[src/rtl/fetch_pkg.sv]
// Shared fetch/decode definitions: FSM states, NOP encoding, control-flow opcodes.
package fetch_pkg;

   localparam int unsigned INSTR_W = 32;
   localparam int unsigned OPC_W   = 7;
   localparam int unsigned F3_W    = 3;

   localparam logic [INSTR_W-1:0] NOP_INSTR  = 32'h0000_0013;
   localparam logic [OPC_W-1:0]   OPC_BRANCH = 7'h63;
   localparam logic [OPC_W-1:0]   OPC_JAL    = 7'h6F;
   localparam logic [OPC_W-1:0]   OPC_JALR   = 7'h67;

   typedef enum logic [1:0] {
      S_REQ  = 2'd0,
      S_WAIT = 2'd1,
      S_HOLD = 2'd2,
      S_HALT = 2'd3
   } state_t;

   // Fields handed to the decoder
   typedef struct packed {
      logic             funct7;
      logic [F3_W-1:0]  funct3;
      logic [OPC_W-1:0] opcode;
   } dec_fields_t;

   function automatic dec_fields_t decode_fields(input logic [INSTR_W-1:0] ins);
      dec_fields_t f;
      f.funct7 = ins[30];
      f.funct3 = ins[14:12];
      f.opcode = ins[6:0];
      return f;
   endfunction

endpackage

[src/rtl/fetch_unit.sv]
// Instruction-fetch front end: owns the PC, fetches over a valid/ready port,
// holds each instruction until retirement, then steps or redirects.
module fetch_unit
   import fetch_pkg::*;
#(
   parameter int unsigned       XLEN     = 32,
   parameter logic [XLEN-1:0]   RESET_PC = '0,
   parameter int unsigned       CNT_W    = 32
) (
   input  logic                clk,
   input  logic                rst,
   output logic                imem_req_valid,
   input  logic                imem_req_ready,
   output logic [XLEN-1:0]     imem_addr,
   input  logic                imem_rsp_valid,
   input  logic [INSTR_W-1:0]  imem_rsp_data,
   output logic [INSTR_W-1:0]  instr,
   output logic [OPC_W-1:0]    opcode,
   output logic [F3_W-1:0]     funct3,
   output logic                funct7,
   output logic                instr_valid,
   output logic [XLEN-1:0]     pc,
   output logic [XLEN-1:0]     pc_plus4,
   input  logic                instr_ack,
   input  logic                pc_src,
   input  logic [XLEN-1:0]     pc_target,
   output logic                halted,
   output logic [CNT_W-1:0]    instret
);

   state_t              r_state;
   logic [XLEN-1:0]     r_pc;
   logic [INSTR_W-1:0]  r_instr;
   logic [CNT_W-1:0]    r_instret;
   logic                r_req_valid;
   logic                r_instr_valid;
   logic                r_halted;

   state_t              w_state_nxt;
   logic [XLEN-1:0]     w_pc_nxt;
   logic [INSTR_W-1:0]  w_instr_nxt;
   logic [CNT_W-1:0]    w_instret_nxt;
   logic [XLEN-1:0]     w_pc_plus4;
   dec_fields_t         w_dec;

   assign w_pc_plus4 = r_pc + XLEN'(4);
   assign w_dec      = decode_fields(r_instr);

   // State and registered-output update; reset aborts any outstanding fetch
   always_ff @(posedge clk) begin
      if (rst) begin
         r_state       <= S_REQ;
         r_pc          <= RESET_PC;
         r_instr       <= NOP_INSTR;
         r_instret     <= '0;
         r_req_valid   <= 1'b0;
         r_instr_valid <= 1'b0;
         r_halted      <= 1'b0;
      end else begin
         r_state       <= w_state_nxt;
         r_pc          <= w_pc_nxt;
         r_instr       <= w_instr_nxt;
         r_instret     <= w_instret_nxt;
         r_req_valid   <= (w_state_nxt == S_REQ);
         r_instr_valid <= (w_state_nxt == S_HOLD);
         r_halted      <= (w_state_nxt == S_HALT);
      end
   end

   // Next-state, next-PC mux and instruction capture
   always_comb begin
      w_state_nxt   = r_state;
      w_pc_nxt      = r_pc;
      w_instr_nxt   = r_instr;
      w_instret_nxt = r_instret;
      unique case (r_state)
         S_REQ: begin
            if (r_req_valid && imem_req_ready) begin
               w_state_nxt = S_WAIT;
            end
         end
         S_WAIT: begin
            if (imem_rsp_valid) begin
               w_instr_nxt = imem_rsp_data;
               w_state_nxt = S_HOLD;
            end
         end
         S_HOLD: begin
            if (instr_ack) begin
               w_instret_nxt = r_instret + CNT_W'(1);
               if (!pc_src) begin
                  w_pc_nxt    = w_pc_plus4;
                  w_state_nxt = S_REQ;
               end else if (pc_target[1:0] == 2'b00) begin
                  w_pc_nxt    = pc_target;
                  w_state_nxt = S_REQ;
               end else begin
                  w_state_nxt = S_HALT;
               end
            end
         end
         S_HALT: begin
            w_state_nxt = S_HALT;
         end
         default: begin
            w_state_nxt = S_REQ;
         end
      endcase
   end

   assign imem_req_valid = r_req_valid;
   assign imem_addr      = r_pc;
   assign instr          = r_instr;
   assign instr_valid    = r_instr_valid;
   assign pc             = r_pc;
   assign pc_plus4       = w_pc_plus4;
   assign halted         = r_halted;
   assign instret        = r_instret;
   assign opcode         = w_dec.opcode;
   assign funct3         = w_dec.funct3;
   assign funct7         = w_dec.funct7;

endmodule

[config.mk]
export PLATFORM = sky130hd
export DESIGN_NAME = fetch_unit
export DESIGN_NICKNAME = d
export VERILOG_FILES = /design/src/rtl/fetch_pkg.sv /design/src/rtl/fetch_unit.sv
export SDC_FILE = /design/constraint.sdc
export NUM_CORES = 1
export LEC_CHECK = 0
export BUFFER_PORTS_ARGS = -buffer_cell sky130_fd_sc_hd__buf_4
export CAP_MARGIN = 10
export CORE_MARGIN = 4
export CORE_UTILIZATION = 42
export CTS_CLUSTER_SIZE = 16
export DETAILED_ROUTE_END_ITERATION = 10
export MAX_ROUTING_LAYER = met4
export PLACE_DENSITY = 0.8
export SLEW_MARGIN = 20
export SYNTH_ARGS = -nofsm -noshare
export SYNTH_HDL_FRONTEND = slang
export SYNTH_SLANG_ARGS = --single-unit
[constraint.sdc]
create_clock -name clk -period 2.1 [get_ports clk]
set_clock_uncertainty 0.05 [all_clocks]
set_input_delay 0.21 -clock clk [delete_from_list [all_inputs] [get_ports clk]]
set_output_delay 0.21 -clock clk [all_outputs]
set_load 0.05 [all_outputs]
==> metrics.md <==
| Metric | Value |
|---|---|
| Final Max Tran Viols | 0 |
| Worst slack at placement | -0.165 ns |
| Hold endpoint | instr[4] |
| Async SR Flop Fraction | 0% |
| Final nets | a little under 1000 |
| Number of synthesized flops with an enable pin | 0 |
| Routability cong. | slightly above 0.9 |
| Power Internal | approximately 3.0 mW |
| Hold Vio Cnt, Final | 0 |
| Setup CP Type | reg -> out |
| DR pass1 iterations | 5 |
| ANT nets after route | 0 |
| Psw | 1.13 mW |
| TritonCTS clock tree | yes |
| Unrepaired setup endpoints after global routing | yes |
| Via count | 5641 |
| # H-tree levels | 3 |
| Slowest stage delay, CP | 0.57 ns |
| Largest net degree at the start of global routing | approximately 100 |
| P_leak | approximately 3.7 nW |
| TritonCTS Buffers | 9 |
| Pwr dens | 495 mW/mm² |
| Top_reg_cell synth | dfxtp_1 |
| Endpoints failing setup | 20 |
| Initial antenna violation count | 0 |
| VDD IR-drop max | 0.484 mV |
| Sequential share of power | between 40 and 50% |
| Final worst-path cycle share | 121% |
| Placed instance count | between 1000 and 1500 |
| Worst path arrival time | between 2 and 2.5 ns |
| Hold path startpoint | imem_rsp_data[4] |
| RR Endpoint | imem_addr[29] |
| Post-synthesis register bit count | ~100 |
| Synth Instances | around 640 |
| Core ar. | between 0.01 and 0.015 mm² |
| Mapped Avg Cell Area | 8.03 µm² |
| Minimum clock period | approximately 2.5 ns |
| CP dominant cell by count | or4_4 |
| Hold Path Stages | 3 |
| Layout area overhead | 61.4% |
| Die H | around 120 µm |
| R2R Setup Slk | -0.03 ns |
| Clock sink count | ~100 |
| Top Ports | between 200 and 250 |
| Vias in the first global route | between 5000 and 6000 |
| Worst Max-Slew Pin Slew | a little under 0.5 ns |
| Largest fanout on the critical path | 4 |
| Global Route Usage Sum | between 20% and 30% |
| Bufs and invs on worst path | 1 |
| Initial core utilization | 42.9% |
| Min-Delay Path Class | in -> reg |
| Worst R2R Path Depth | 6 |
| First-pass GRT wire length | between 20 and 30 mm |
| WL final | 18.2 mm |
| Row Count | 40 |
| Worst r2r src | imem_addr[3] |
| Max_slew headroom | between 60% and 70% |
| Status | finished with violations |
| Critical Path, Cell by Cell | nand4_1 -> or4_4 -> or4_4 -> xnor2_4 -> buf_6 |
| Slowest cell on crit path | or4_4 |
| CP required | approximately 1.8 ns |
| Clock Tree Buf Depth | 2 |
| CP Launch Type | flip-flop |
| Synthesized Nets | 714 |
| Routed WL per cell | about 17 µm |
| Detail Placement HPWL | about 13 mm |
| Mapped cell area | around 0.0052 mm² |
| Insertion delay to the later sink of the worst-skew pair | 0.35 ns |
| DRC | 0 |
| Buffers on Ports | ~240 |
| Synth Warn # | 0 |
| Post-route insts no fill | 1046 |
| CTS root buf | clkbuf_16 |
| N_diodes | 0 |
| Register area share after synthesis | about two fifths |
| Library cells used by synthesis | between 40 and 50 |
| Via/cell ratio | around 5.4 |
| Worst setup margin | -0.437 ns |
| Total gr overflow | 0 |
| Combinational power share | between 10 and 15% |
| Layout cell share with drive strength beyond 1 | approximately half |
| Max_cap viols | 0 |
| Failing checks | setup timing |
| Clock power frac | between 30% and 40% |
| Switch share | 27.4% |
| Die Width | ~120 µm |
| Die ar. | around 0.014 mm² |
| Fmax | around 0.39 GHz |
| Starting DRT DRC Count | just under 500 |
| Delay-heaviest family, CP | simple AND/OR/NAND/NOR gates |
| Clock slew at reported path FFs | 0.06 ns |
| Setup crit end kind | output pin |
## per-stage QoR
stage	utilization [%]	total power, mW	hold slack, ns	cell area, µm²	setup TNS (ns)
floorplan	-	2.35	0.284	5590	-3.99
global placement	63.4	2.57	0.370	7610	-0.341
detailed placement	63.4	2.58	0.376	7610	-0.632
CTS	67.6	4.15	0.00908	8110	-4.33
global route	69.3	4.27	0.0207	8320	-6.11
finish	69.3	4.12	0.0212	8320	-4.55
## power groups by stage
stage / Clock, mW / Combinational, mW / Sequential, mW
after floorplan: 0 / 0.229 / 2.12
after global placement: 0 / 0.569 / 2.00
after detailed placement: 0 / 0.574 / 2.00
after CTS: 1.61 / 0.578 / 1.96
after global routing: 1.69 / 0.619 / 1.96
final: 1.58 / 0.584 / 1.96
## worst max path at each step
stage	startpoint	slack, ns	to	cells after the start
floorplan	imem_addr[10]	-0.36	imem_addr[31]	6
global placement	imem_addr[9]	-0.13	pc_plus4[31]	5
detailed placement	imem_addr[4]	-0.17	pc_plus4[31]	5
CTS	imem_addr[9]	-0.42	pc_plus4[29]	5
global route	imem_addr[4]	-0.49	pc_plus4[29]	5
finish	imem_addr[3]	-0.44	pc_plus4[29]	5
## layer usage
layer | vias up | GRT usage, % | wire length [µm]
met5 | - | - | 0
met4 | 0 | 9.56 | 595
met3 | 49 | 5.55 | 1430
met2 | 280 | 39.3 | 8780
met1 | 2624 | 30.3 | 7350
li1 | 2688 | - | -
## sequential cells by signal (all words and copies together) (netlist names)
name	cells
instr	32
instr_valid	1
r_state	2
imem_req_valid	1
instret	32
halted	1
imem_addr	32
## synth_stat cells (6+ instances only)
library cell	n	area, µm²
o21ai_0	17	85.1
xnor2_1	16	140
xor2_1	36	315
nor3_1	9	45.0
or3_1	10	62.6
nand3b_1	6	45.0
a22oi_1	10	75.1
nor4_1	7	43.8
clkbuf_1	32	120
a31oi_1	6	37.5
and3_1	14	87.6
nor2_1	52	195
dfxtp_1	101	2020
nand4_1	19	119
a21oi_1	56	280
o2bb2ai_1	10	87.6
nand2_1	104	390
buf_4	45	338
nand3_1	29	145
## cell type report
class | count | area (µm²)
well taps | 147 | 184
flip-flops and latches | 101 | 2100
fillers | 949 | 3690
inverters | 5 | 18.8
multi-input cells | 451 | 3130
clock buffers | 11 | 243
clock inverters | 4 | 30.0
repair buffers | 327 | 2620
## cells in the final DEF (no fill, tap or decap), types with 7 or more instances in the layout
master       n
clkbuf_16    9
buf_6       31
and3_1      13
xnor2_4      7
dfxtp_2     21
nor2_1      49
nand4_1     19
xor2_1      29
dfxtp_4     14
buf_4      292
dfxtp_1     66
o2bb2ai_1    9
or3_1        8
nand3_1     25
a21oi_1     56
o21ai_0     17
nand2_1    100
a22oi_1     10
## timing repair
action,4_1_cts,5_1_grt
hold endpoints to repair,0,0
endpoints found under the setup margin,21,31
hold buffers,0,0
buffers inserted,7,10
pin swaps,6,8
gates cloned,0,0
resized for setup,42,26
## logic make-up after synthesis
family                     synth area share, %
and+or+nand+nor                           27.3
AOI/OAI and AO/OA                         13.4
DFF                                       39.2
buffers and inverters                     10.1
xor gates and xnor gates                  9.47
adders and majority gates                0.485
## worst register-to-register path, stage by stage, from the launching register on
cell       delay, ns
dfxtp_4         0.35
nand4_1         0.16
or4_4           0.57
or4_4           0.48
xnor2_4         0.17
buf_4           0.14
o2bb2ai_2       0.11
No activity file was read; power rests on OpenSTA's default activity.
